$ cat config.mk
export PLATFORM = sky130hd
export DESIGN_NAME = dac_spi_responder
export DESIGN_NICKNAME = d
export VERILOG_FILES = /design/src/rtl/dac_spi_responder.sv
export SDC_FILE = /design/constraint.sdc
export NUM_CORES = 1
export LEC_CHECK = 0
export BUFFER_PORTS_ARGS = -buffer_cell sky130_fd_sc_hd__buf_2
export CAP_MARGIN = 10
export CORE_ASPECT_RATIO = 0.6
export CORE_MARGIN = 5
export CORE_UTILIZATION = 60
export CTS_CLUSTER_DIAMETER = 120
export CTS_CLUSTER_SIZE = 16
export DETAILED_ROUTE_END_ITERATION = 10
export GPL_ROUTABILITY_DRIVEN = 0
export GPL_TIMING_DRIVEN = 1
export HOLD_SLACK_MARGIN = 0.1
export PLACE_DENSITY = 0.8
export SYNTH_ARGS = -nofsm -noshare
export SYNTH_HDL_FRONTEND = slang
export SYNTH_SLANG_ARGS = --single-unit
$ cat constraint.sdc
create_clock -name clk -period 4.9 [get_ports clk]
set_clock_uncertainty 0.15 [all_clocks]
set_input_delay 0.98 -clock clk [delete_from_list [all_inputs] [get_ports clk]]
set_output_delay 0.98 -clock clk [all_outputs]
set_load 0.05 [all_outputs]
$ cat src/rtl/dac_spi_responder.sv
// dac_spi_responder
//   SPI responder end of the 24-bit DAC command link. Frames arrive on
//   sclk/din while latch is low and commit on the latch rising edge. The
//   address byte selects nop (00), write DAC code (01) or request readback
//   (02). A readback request makes the following frame shift the word
//   {8'h02, dac_value} out on sdo, MSB first. All SPI inputs are
//   oversampled in the clk domain, so clk must run at least 4x sclk.
//
// Ports:
//   clk, rst     system clock, synchronous active-high reset
//   sclk         SPI clock; din sampled on its falling edge, sdo moves on its rising edge
//   latch        frame strobe, low while a frame is active, rising edge commits
//   din          serial data in, MSB first
//   clear        level-sensitive clear, forces dac_value to CLEAR_CODE
//   sdo          serial readback data, MSB first
//   dac_value    DAC code register
//   dac_update   one-clk pulse when dac_value changes by write or clear
//   frame_valid  one-clk pulse on a committed, well-formed frame
//   frame_error  one-clk pulse on a malformed frame or unknown address
//   last_addr    address byte of the last well-formed frame
module dac_spi_responder #(
  parameter int          FRAME_BITS  = 24,
  parameter logic [15:0] CLEAR_CODE  = 16'h8000,
  parameter int          SYNC_STAGES = 2
) (
  input  logic        clk,
  input  logic        rst,
  input  logic        sclk,
  input  logic        latch,
  input  logic        din,
  input  logic        clear,
  output logic        sdo,
  output logic [15:0] dac_value,
  output logic        dac_update,
  output logic        frame_valid,
  output logic        frame_error,
  output logic [7:0]  last_addr
);

  localparam logic [4:0] FRAME_CNT = 5'(FRAME_BITS);
  localparam logic [4:0] CNT_MAX   = 5'd31;

  typedef enum logic [1:0] {IDLE, SHIFT, COMMIT} state_t;

  state_t                  state;
  logic [SYNC_STAGES-1:0]  sclk_sync, latch_sync, din_sync, clear_sync;
  logic                    sclk_q, latch_q, clear_q;
  logic                    sclk_s, latch_s, din_s, clear_s;
  logic                    sclk_fall, sclk_rise, latch_fall, latch_rise, clear_rise;
  logic [FRAME_BITS-1:0]   sr;
  logic [4:0]              bit_cnt;
  logic                    read_pending;
  logic [22:0]             rb_sr;
  logic [4:0]              rb_left;
  logic [23:0]             rb_word;
  logic [7:0]              frame_addr;

  // Multi-flop synchronizers; latch idles high so it resets to 1.
  always_ff @(posedge clk) begin
    if (rst) begin
      sclk_sync  <= '0;
      latch_sync <= '1;
      din_sync   <= '0;
      clear_sync <= '0;
      sclk_q     <= 1'b0;
      latch_q    <= 1'b1;
      clear_q    <= 1'b0;
    end else begin
      sclk_sync  <= {sclk_sync[SYNC_STAGES-2:0], sclk};
      latch_sync <= {latch_sync[SYNC_STAGES-2:0], latch};
      din_sync   <= {din_sync[SYNC_STAGES-2:0], din};
      clear_sync <= {clear_sync[SYNC_STAGES-2:0], clear};
      sclk_q     <= sclk_s;
      latch_q    <= latch_s;
      clear_q    <= clear_s;
    end
  end

  assign sclk_s     = sclk_sync[SYNC_STAGES-1];
  assign latch_s    = latch_sync[SYNC_STAGES-1];
  assign din_s      = din_sync[SYNC_STAGES-1];
  assign clear_s    = clear_sync[SYNC_STAGES-1];
  assign sclk_fall  = sclk_q & ~sclk_s;
  assign sclk_rise  = ~sclk_q & sclk_s;
  assign latch_fall = latch_q & ~latch_s;
  assign latch_rise = ~latch_q & latch_s;
  assign clear_rise = ~clear_q & clear_s;
  assign rb_word    = {8'h02, dac_value};
  assign frame_addr = sr[FRAME_BITS-1 -: 8];

  always_ff @(posedge clk) begin
    if (rst) begin
      state        <= IDLE;
      sr           <= '0;
      bit_cnt      <= '0;
      read_pending <= 1'b0;
      rb_sr        <= '0;
      rb_left      <= '0;
      sdo          <= 1'b0;
      dac_value    <= CLEAR_CODE;
      dac_update   <= 1'b0;
      frame_valid  <= 1'b0;
      frame_error  <= 1'b0;
      last_addr    <= '0;
    end else begin
      dac_update  <= 1'b0;
      frame_valid <= 1'b0;
      frame_error <= 1'b0;

      case (state)
        IDLE: begin
          // Keep reloading while idle so the readback reflects the latest code.
          if (read_pending) begin
            rb_sr   <= rb_word[22:0];
            rb_left <= 5'd24;
            sdo     <= rb_word[23];
          end else begin
            rb_left <= '0;
            sdo     <= 1'b0;
          end
          if (latch_fall) begin
            state   <= SHIFT;
            bit_cnt <= '0;
            sr      <= '0;
          end
        end

        SHIFT: begin
          // A falling sclk seen together with the latch rise is not part of the frame.
          if (sclk_fall && !latch_rise) begin
            sr <= {sr[FRAME_BITS-2:0], din_s};
            if (bit_cnt != CNT_MAX)
              bit_cnt <= bit_cnt + 5'd1;
          end
          // rb_left counts the bit currently on sdo plus those still queued.
          if (sclk_rise) begin
            if (rb_left > 5'd1) begin
              sdo     <= rb_sr[22];
              rb_sr   <= {rb_sr[21:0], 1'b0};
              rb_left <= rb_left - 5'd1;
            end else begin
              rb_left <= '0;
              sdo     <= 1'b0;
            end
          end
          if (latch_rise)
            state <= COMMIT;
        end

        COMMIT: begin
          state        <= IDLE;
          read_pending <= 1'b0;
          rb_left      <= '0;
          sdo          <= 1'b0;
          if (bit_cnt != FRAME_CNT) begin
            frame_error <= 1'b1;
          end else begin
            frame_valid <= 1'b1;
            last_addr   <= frame_addr;
            case (frame_addr)
              8'h00: ;
              8'h01: begin
                // A write colliding with an asserted clear is dropped.
                if (!clear_s) begin
                  dac_value  <= sr[15:0];
                  dac_update <= 1'b1;
                end
              end
              8'h02: read_pending <= 1'b1;
              default: frame_error <= 1'b1;
            endcase
          end
        end

        default: state <= IDLE;
      endcase

      // Clear overrides everything else on dac_value, every cycle it is high.
      if (clear_s)
        dac_value <= CLEAR_CODE;
      if (clear_rise)
        dac_update <= 1'b1;
    end
  end

endmodule

==> results of run 1 <==
-- cell usage after synthesis, drive strengths merged, types with 2 or more instances --
| cell type | instances |
|---|---|
| dfxtp | 99 |
| a21oi | 60 |
| nand2 | 58 |
| nand3 | 52 |
| o21ai | 48 |
| clkbuf | 25 |
| mux2i | 17 |
| mux2 | 15 |
| inv | 14 |
| buf | 13 |
| nor2b | 10 |
| ha | 9 |
| nor2 | 9 |
| or2 | 6 |
| nand2b | 5 |
| o32ai | 5 |
| or3 | 5 |
| a211o | 4 |
| a21o | 4 |
| a211oi | 3 |
| nand4 | 3 |
| o22ai | 3 |
| and2 | 2 |
| nand3b | 2 |
| nor3 | 2 |
| o21bai | 2 |
-- layout by cell type, fill, tap and decap left out, types with 3 or more instances in the layout --
cell	synthesis	routed
mux2i_1	17	17
o21ai_1	3	3
a211o_1	3	3
ha_1	9	9
o22ai_1	3	3
or3_1	5	5
a21oi_1	60	60
nand3_1	52	52
inv_1	14	14
mux2_2	15	15
o21ai_0	44	44
nor2_1	9	9
nand4_1	3	3
nand2_1	58	58
clkinv_2	0	3
nand2b_1	5	5
buf_2	7	34
or2_2	6	6
buf_4	1	4
o32ai_1	5	5
clkbuf_16	0	9
a21o_1	3	3
dfxtp_1	99	99
nor2b_1	10	10
-- metrics by stage --
step	hold slack (ns)	instances	utilization, %	cell area, sq um	worst slack (ns)
final	0.260	597	68.8	4670	2.38
after global routing	0.281	597	68.8	4670	2.25
after global placement	0.245	580	64.9	4410	2.23
after CTS	0.264	596	68.7	4670	2.40
after detailed placement	0.246	580	64.9	4410	2.22
after floorplan	0.239	494	-	4270	2.59
-- worst register-to-register path, delay by kind of cell, from the launching register on --
kind | cells | cell delay [ns]
AND/OR/NAND/NOR | 3 | 1.24
buffers and inverters | 1 | 0.07
adder cells (fa/ha/maj) | 1 | 0.13
AO/OA/AOI/OAI | 1 | 0.46
flip-flops | 1 | 0.35
-- worst min path at each step --
stage | from | end
final | latch_sync[0] | latch_sync[1]
after detailed placement | latch_sync[0] | latch_sync[1]
after floorplan | latch_sync[0] | latch_sync[1]
after global routing | clear_q | dac_update
after global placement | latch_sync[0] | latch_sync[1]
after CTS | latch_sync[0] | latch_sync[1]
-- per-layer routing --
metal	track usage, %	routed length (um)	vias up
li1	-	-	1769
met1	32.4	4770	1722
met2	35.6	4390	113
met3	6.23	611	9
met4	6.68	88	0
met5	0	0	-
-- area by class of cell --
cell class | count | share of cell area, %
clock buffers | 11 | 4.98
repair buffers | 38 | 4.28
inverters | 15 | 1.20
clock inverters | 5 | 0.643
flip-flops and latches | 99 | 42.4
well taps | 87 | 2.33
multi-input cells | 342 | 44.1
-- cells by family (layout without fill, tap and decap cells) --
group	after synthesis	in the layout
buf+inv	53	69
fa+ha+maj	9	9
flops	99	99
compound gates	138	138
simple gates	163	163
mux	32	32
-- state kept, by name, indices dropped and copies added, names as in the netlist, 5 cells and up --
register	cells
sr	24
rb_sr	23
dac_value	16
last_addr	8
bit_cnt	5
rb_left	5
-- power by group through the flow --
stage / clock network, mW / registers, mW / logic [mW]
global placement: 0 / 0.839 / 0.144
global route: 0.683 / 0.822 / 0.168
floorplan: 0 / 0.842 / 0.125
finish: 0.630 / 0.821 / 0.153
detailed placement: 0 / 0.839 / 0.148
CTS: 0.644 / 0.821 / 0.149
==> run metrics, run 1 <==
status=complete, no violations; Register-to-Register Path Depth=6; CP endpoint kind=register; CTS H-tree depth=3; combined area of the multi-input logic cells=2060 sq um; Post-Syn Area=4270 sq um; Crit path buffers/inverters=1; Synth area leader=dfxtp_1; Cell Chain, Critical Path=inv_1 > ha_1 > and4b_1 > nand4_1 > o21ai_0 > nand3b_1; Fillers=543; Post-CTS Repair Setup Buffers=0; mux cell area share after synthesis=7.94%; R2R setup slack=2.38 ns; global-route wire length before repair=16.4 mm; TritonCTS buffer count=9; final hold vios=0; CTS Sinks=99; Worst Setup SP=bit_cnt[0]; hold depth=1; total gr overflow=0; Ports=34; clk root buf=clkbuf_16; Pint=1.21 mW; Lkg Pwr=1.73 nW; hold-fix buffer count after cts=0; Rel. slew slack=27.7%; Critical Path Stages=6; Worst Path Required=4.97 ns; Tcrit/Tclk final=51.3%; Warnings, synthesis=0; P_sw=0.395 mW; WL/cell=16.5 um; adder-cell area share of the yosys netlist=2.64%; synthesized flop and latch total=99; Final Max Tran Viols=0; Synth cell types=53; Die Height=75.4 um; main combinational cell family by area after synthesis=compound AO/OA/AOI/OAI gates; DRT Wirelength=9.86 mm; Post-Synth XOR/XNOR Area=0%; initial antenna violation count=0; RR Startpoint=bit_cnt[0]; number of synthesized flops with an enable pin=0; Die W=119 um; Worst VDD drop=0.204 mV; clock share of power=39.3%; drc violations=0; r2r endpoint=dac_value[15]; ys async rst share=0%; # setup viols final=0; core outline area=6790 sq um; Initial Utilization=62.9%; 1st-pass router iterations=7; cts repair resizes=0; antenna viol nets, final=0; drt via density=6.05; CP Class=reg -> reg; ys flop type=dfxtp_1; Worst Tran Pin Value=1.08 ns; Area Overhead vs Synth=9.40%; Synth Area in Simple Gates=18.8%; maxcap violations=0; Worst Setup EP=dac_value[15]; share of the synthesized area in the top cell type=46.4%; worst-case clock buffer depth=2; power per cell area=343 nW/um^2; Switching Share=24.6%; Compound-Gate Fraction of Synth Area=18.9%; First DRT Iteration DRCs=401; Flop pwr share=51.2%; GRT Total Usage=23.1%; top cells by area, synth=dfxtp_1 46%, a21oi_1 7.0%, nand3_1 6.1%; Final HPWL DP=6.52 mm; register area=1980 sq um; Tmin final=2.52 ns; Top Family by Delay on Critical Path=simple AND/OR/NAND/NOR gates; cells after synthesis=494; diodes inserted=0; Power Total=1.60 mW; TritonCTS clock tree=built; syn_nets=509; fin nets=520; PortBufs=33; Reg clk slew, reported paths=0.06 ns; startpoint type of the worst setup path=register; Hold Crit Class=reg -> reg; Crit Path Max Fanout=17; largest net degree at the start of global routing=41; Crit path arrival time=2.58 ns; later-pin clock latency in the skew report=0.34 ns; via count=3613; Core Rows=23; Seq/Total Area, Yosys=46.4%; logic gate share of total power=9.5%; Crit-path slowest cell=nand4_1; die area=8960 sq um; vias in the first global route=3298; RSZ-0062 raised after global routing=false; share of post-route cells with drive strength above 1=15.9%; maximum clock rate=0.397 GHz; Fin Setup TNS=0 ns; syn avg cell area=8.65 sq um; max incr delay on CP=0.66 ns
No activity file was read; power rests on OpenSTA's default activity.
==> run 2: changes to the inputs <==
--- a/config.mk
+++ b/config.mk
@@ -5,18 +5,19 @@
 export SDC_FILE = /design/constraint.sdc
 export NUM_CORES = 1
 export LEC_CHECK = 0
+export ABC_AREA = 1
 export BUFFER_PORTS_ARGS = -buffer_cell sky130_fd_sc_hd__buf_2
 export CAP_MARGIN = 10
 export CORE_ASPECT_RATIO = 0.6
 export CORE_MARGIN = 5
-export CORE_UTILIZATION = 60
+export CORE_UTILIZATION = 53
 export CTS_CLUSTER_DIAMETER = 120
 export CTS_CLUSTER_SIZE = 16
 export DETAILED_ROUTE_END_ITERATION = 10
 export GPL_ROUTABILITY_DRIVEN = 0
 export GPL_TIMING_DRIVEN = 1
 export HOLD_SLACK_MARGIN = 0.1
-export PLACE_DENSITY = 0.8
+export PLACE_DENSITY = 0.75
 export SYNTH_ARGS = -nofsm -noshare
 export SYNTH_HDL_FRONTEND = slang
 export SYNTH_SLANG_ARGS = --single-unit
==> constraint.sdc (replaced) <==
create_clock -name clk -period 2.19 [get_ports clk]
set_clock_uncertainty 0.15 [all_clocks]
set_input_delay 0.438 -clock clk [delete_from_list [all_inputs] [get_ports clk]]
set_output_delay 0.438 -clock clk [all_outputs]
set_load 0.05 [all_outputs]
==> run 2 against run 1 <==
Against the previous run: combinational power grew to 22 times the previous value; maximum frequency grew 28%; utilization is 7.3 points lower; hold slack got worse by 0.12 ns; final cell count grew 21%; non-clock buffer count increased by 6; critical path depth increased by 2; highest routed layer unchanged; via count rose by 1.8%; power rose to 4.6 times the previous value; largest power group is now combinational logic; worst setup slack got worse by 2.2 ns; die area is 12% higher; clock power grew 150%.
==> run metrics, run 2 <==
1st-pass router iterations=4 (-3); RR Startpoint=state[1]; clk root buf=clkbuf_16; Warnings, synthesis=0 (unchanged); share of the synthesized area in the top cell type=46.3% (-0.12 points); Tmin final=1.97 ns (-0.549 ns); PortBufs=33 (unchanged); r2r endpoint=rb_sr[17]; Fin Setup TNS=0 ns (unchanged); Crit path arrival time=2.06 ns (-0.52 ns); ys flop type=dfxtp_1; Synth cell types=36 (-32%); # setup viols final=0 (unchanged); RSZ-0062 raised after global routing=false; maximum clock rate=0.508 GHz (+28%); DRT Wirelength=9.27 mm (-6.0%); Crit-path slowest cell=ha_2; Die Height=79.6 um (+5.7%); initial antenna violation count=0 (unchanged); GRT Total Usage=19.3% (-3.8 points); top cells by area, synth=dfxtp_1 46%, nor2_1 11%, nand2_1 10%; drt via density=5.08 (-16%); Cell Chain, Critical Path=inv_1 > ha_2 > nand3_2 > a21oi_4 > buf_4 > nand3_1 > nor2_1 > nor2_1; TritonCTS buffer count=9 (unchanged); Crit path buffers/inverters=2 (+1); Crit Path Max Fanout=23 (+6); mux cell area share after synthesis=3.04% (-4.9 points); final cell count without fillers=724 (+21%); Fillers=720 (+33%); largest net degree at the start of global routing=49 (+20%); main combinational cell family by area after synthesis=simple AND/OR/NAND/NOR gates; number of synthesized flops with an enable pin=0 (unchanged); drc violations=0 (unchanged); fin util=61.5% (-7.3 points); Top Family by Delay on Critical Path=simple AND/OR/NAND/NOR gates; total gr overflow=0 (unchanged); top cells by count, synth=130 x nor2_1, 116 x nand2_1, 99 x dfxtp_1, 52 x inv_1, 32 x nand3_1; power per cell area=1520 nW/um^2 (+340%); share of post-route cells with drive strength above 1=12.8% (-3.1 points); CTS H-tree depth=3 (unchanged); adder-cell area share of the yosys netlist=2.63% (-0.0069 points); hold depth=2 (+1); Register-to-Register Path Depth=8 (+2); hold endpoint=latch_sync[0]; Final Max Tran Viols=0 (unchanged); First DRT Iteration DRCs=356 (-11%); Rel. slew slack=70.1% (+42 points); Top reg by flops=sr; Worst VDD drop=0.861 mV (+320%); CP Class=reg -> reg; Ports=34 (unchanged); worst hold start=latch; syn_nets=601 (+18%); ys async rst share=0% (unchanged); Min Hold Slack=0.137 ns (-0.123 ns); final hold vios=0 (unchanged); syn avg cell area=7.31 sq um (-15%); diodes inserted=0 (unchanged); synthesized flop and latch total=99 (unchanged); vias in the first global route=3373 (+2.3%); Lkg Pwr=2.18 nW (+26%); Reg clk slew, reported paths=0.07 ns (about the same); maxcap violations=0 (unchanged); status=complete, no violations; most frequent cell after synthesis=nor2_1; Worst Path Required=2.28 ns (-2.69 ns); Hold Crit Class=in -> reg; Seq/Total Area, Yosys=46.3% (-0.12 points); Top Registers=sr: 24 flops, rb_sr: 23 flops, dac_value: 16 flops; commonest non-fill, non-tap cells in the layout=130 x nor2_1, 116 x nand2_1, 99 x dfxtp_1; Post-Syn Area=4280 sq um (+0.26%); CP endpoint kind=register; Synth Area in Simple Gates=30.1% (+11 points); Post-Synth XOR/XNOR Area=0.409% (+0.41 points); TritonCTS clock tree=built; via count=3677 (+1.8%); Post-CTS Repair Setup Buffers=0 (unchanged); Core Rows=25 (+8.7%); Tcrit/Tclk final=89.8% (+38 points); Worst Tran Pin Value=0.448 ns (-0.632 ns); Largest register FFs=24 (unchanged); core outline area=7880 sq um (+16%); Initial Utilization=54.3% (-8.6 points); WL/cell=12.8 um (-22%); most frequent cell on the critical path=nor2_1; most common cell after layout, fill and taps aside=nor2_1; antenna viol nets, final=0 (unchanged); fin nets=626 (+20%); Placed Cells=708 (+22%); worst-case clock buffer depth=2 (unchanged); later-pin clock latency in the skew report=0.34 ns (about the same); R2R setup slack=0.22 ns (-2.16 ns); startpoint type of the worst setup path=register; global-route wire length before repair=15.9 mm (-2.9%); Final HPWL DP=6.31 mm (-3.2%); die area=10000 sq um (+12%); Die W=126 um (+6.0%); max incr delay on CP=0.33 ns (-0.33 ns); CTS Sinks=99 (unchanged); cells after synthesis=586 (+19%); Compound-Gate Fraction of Synth Area=8.56% (-10 points); Area Overhead vs Synth=13.2%; Synth area leader=dfxtp_1
## run 2: cell count changes in the layout (fill, tap and decap cells not counted), sizes merged, moves of 9 or more
| cell | previous run | this run |
|---|---|---|
| a21oi | 60 | 21 |
| inv | 14 | 57 |
| mux2 | 15 | 0 |
| nand2 | 58 | 117 |
| nand3 | 52 | 33 |
| nand4 | 3 | 17 |
| nor2 | 9 | 132 |
| nor2b | 10 | 0 |
| o21ai | 48 | 39 |
## run 2: through the flow
stage / setup WS (ns) / instance area (sq um) / power, mW
after global placement: 0.279 / 4550 / 5.68
after floorplan: 0.499 / 4280 / 5.14
after detailed placement: 0.169 / 4550 / 5.80
final: 0.223 / 4850 / 7.38
after global routing: 0.0856 / 4850 / 8.01
after CTS: 0.134 / 4850 / 7.37
## run 2: worst max-delay path by stage
stage	from	end	slack, ns	depth (start not counted)
3_3_place_gp	state[1]	rb_sr[17]	0.28	8
3_5_place_dp	state[1]	rb_sr[17]	0.17	8
4_1_cts	state[1]	rb_sr[17]	0.13	8
6_report	state[1]	rb_sr[17]	0.22	8
2_1_floorplan	state[0]	sr[10]	0.50	7
5_1_grt	state[1]	rb_sr[7]	0.09	8
## run 2: routing by layer
layer	part of all wire [%]	vias to the layer above	global-route usage [%]	wire length, um
li1	-	1902	-	-
met2	43	95	29.3	3990
met5	0	-	0	0
met1	50	1670	26.6	4650
met4	0.92	0	5.46	85
met3	5.8	10	6.08	541
## run 2: cell type report
| type | count | area (sq um) | area share [%] |
|---|---|---|---|
| clock buffer | 10 | 229 | 4.72 |
| clock inverter | 6 | 66.3 | 1.37 |
| sequential | 99 | 1980 | 40.9 |
| multi-input combinational | 399 | 1920 | 39.6 |
| inverter | 58 | 219 | 4.52 |
| tap | 108 | 135 | 2.79 |
| timing repair buffer | 44 | 298 | 6.14 |
## run 2: kinds of logic (layout without fill, tap and decap cells)
family          after synthesis  after routing
compound gates               66             66
xor+xnor                      2              2
fa+ha+maj                     9              9
buf+inv                      88            118
flops                        99             99
mux                          13             13
simple gates                309            309
## run 2: where the power goes
part / internal (mW) / switching, mW
combinational: 1.17 / 2.19
clock: 0.885 / 0.669
sequential: 2.21 / 0.261
total: 4.26 / 3.12
## run 2: repair_timing
action                                  4_1_cts  5_1_grt
hold buffers                                  0        0
gates resized for setup                       0        1
endpoints found under the setup margin        0       20
==> run 3: changes to the inputs <==
--- a/config.mk
+++ b/config.mk
@@ -18,6 +18,7 @@
 export GPL_TIMING_DRIVEN = 1
 export HOLD_SLACK_MARGIN = 0.1
 export PLACE_DENSITY = 0.75
+export REMOVE_ABC_BUFFERS = 1
 export SYNTH_ARGS = -nofsm -noshare
 export SYNTH_HDL_FRONTEND = slang
 export SYNTH_SLANG_ARGS = --single-unit
==> run 3 against run 2 <==
Against the previous run: die area unchanged; combinational power down 3%; critical path type unchanged; wire length shrank 0.90%; maximum frequency is 2.6% higher; utilization increased by 0.063 points; power is 0.36% higher; largest power group unchanged.
==> run metrics, run 3 (synthesis gave the netlist of run 2 again) <==
status=complete, no violations; final cell count without fillers=727 (+0.41%); RR Startpoint=state[0]; Worst Tran Pin Value=0.387 ns (-0.0608 ns); core outline area=7880 sq um (unchanged); Cell Area, Placed=4530 sq um (-0.44%); later-pin clock latency in the skew report=0.34 ns (about the same); maxcap violations=0 (unchanged); Die Height=79.6 um (unchanged); Min Hold Slack=0.128 ns (-0.00910 ns); Worst VDD drop=0.714 mV (-17%); Rel. slew slack=74.1% (+4.0 points); final worst slack=0.272 ns (+0.0492 ns); DRT Wirelength=9.18 mm (-0.90%); Worst Path Required=2.27 ns (about the same); Ports=34 (unchanged); CP Class=reg -> reg; First DRT Iteration DRCs=286 (-20%); Power Total=7.41 mW (+0.36%); drt via density=4.97 (-2.1%); Tmin final=1.92 ns (-0.0492 ns); Final Max Tran Viols=0 (unchanged); Crit-path slowest cell=dfxtp_1; power per cell area=1530 nW/um^2 (+0.26%); die area=10000 sq um (unchanged); PortBufs=33 (unchanged); Largest register FFs=24 (unchanged); Final HPWL DP=6.22 mm (-1.3%); vias in the first global route=3542 (+5.0%); fin util=61.6% (+0.063 points); Die W=126 um (unchanged); 1st-pass router iterations=4 (unchanged); Area Overhead vs Synth=13.3%; initial antenna violation count=0 (unchanged); final hold vios=0 (unchanged); WL/cell=12.6 um (-1.3%); Hold Crit Class=in -> reg; worst-case clock buffer depth=2 (unchanged); drc violations=0 (unchanged); worst slack, placed=0.219 ns (+0.0500 ns); max incr delay on CP=0.39 ns (+0.06 ns); Placed Cells=712 (+0.56%); maximum clock rate=0.521 GHz (+2.6%); Cell Chain, Critical Path=inv_1 > ha_1 > o21ai_1 > nand2_1 > o21ai_2 > buf_4 > nor2_1; Reg clk slew, reported paths=0.06 ns (about the same); CP endpoint kind=register; Post-CTS Repair Setup Buffers=0 (unchanged); most common cell after layout, fill and taps aside=nor2_1; worst hold start=latch; Top reg by flops=sr; RSZ-0062 raised after global routing=false; startpoint type of the worst setup path=register; TritonCTS buffer count=9 (unchanged); largest net degree at the start of global routing=49 (unchanged); Core Rows=25 (unchanged); via count=3616 (-1.7%); fin nets=630 (+0.64%); cell area after layout=4850 sq um (+0.10%); GRT Total Usage=19.6% (+0.23 points); Top Registers=sr: 24 flops, rb_sr: 23 flops, dac_value: 16 flops; Lkg Pwr=2.21 nW (+1.1%); CTS Sinks=99 (unchanged); Fin Setup TNS=0 ns (unchanged); # setup viols final=0 (unchanged); antenna viol nets, final=0 (unchanged); Initial Utilization=54.3% (unchanged); Crit path arrival time=1.99 ns (-0.07 ns); Tcrit/Tclk final=87.6% (-2.2 points); share of post-route cells with drive strength above 1=13.4% (+0.58 points); total gr overflow=0 (unchanged); Crit Path Max Fanout=24 (+4.3%); commonest non-fill, non-tap cells in the layout=130 x nor2_1, 116 x nand2_1, 99 x dfxtp_1; hold-fix buffer count after cts=0 (unchanged); Worst Setup SP=state[0]; CTS H-tree depth=3 (unchanged); TritonCTS clock tree=built; global-route wire length before repair=16.3 mm (+2.3%); clk root buf=clkbuf_16; diodes inserted=0 (unchanged)
[run 3: path summary, 6_finish.rpt]
| kind | cells past startpoint | to | slack [ns] |
|---|---|---|---|
| hold reg to reg | 2 | clear_sync[1] | 0.26 |
| setup reg to reg | 7 | sr[9] | 0.27 |
| setup / recovery | 7 | sr[9] | 0.27 |
| hold / removal | 2 | latch_sync[0] | 0.13 |
[run 3: power breakdown]
group          internal, mW  total, mW  switching, mW
sequential             2.21       2.47          0.259
clock                  1.02       1.68          0.658
combinational          1.11       3.26           2.16
[run 3: cell type report]
| cell class | count | area [sq um] |
|---|---|---|
| repair buffers | 48 | 282 |
| fillers | 716 | 3030 |
| inverters | 58 | 219 |
| clock inverters | 5 | 77.6 |
| well taps | 108 | 135 |
| clock buffers | 10 | 239 |
| flip-flops and latches | 99 | 1980 |
| multi-input cells | 399 | 1920 |
[run 3: layer usage]
layer | share of wire (%) | up-vias | track usage (%) | routed length, um
li1 | - | 1911 | - | -
met1 | 51 | 1642 | 26.1 | 4700
met2 | 43 | 54 | 31.4 | 3980
met3 | 4.4 | 9 | 5.15 | 401
met4 | 1.1 | 0 | 5.78 | 99
met5 | 0 | - | 0 | 0
[run 3: critical path: cells and delay by family, from the launching register on]
kind | cells | cell delay [ns]
flip-flops | 1 | 0.39
buffers and inverters | 2 | 0.36
AO/OA/AOI/OAI | 2 | 0.33
adder cells (fa/ha/maj) | 1 | 0.28
AND/OR/NAND/NOR | 2 | 0.27
[run 3: repair_timing]
item                       4_1_cts  5_1_grt
gates resized for setup          0        2
setup endpoints to repair        0       22
hold endpoints to repair         0        0
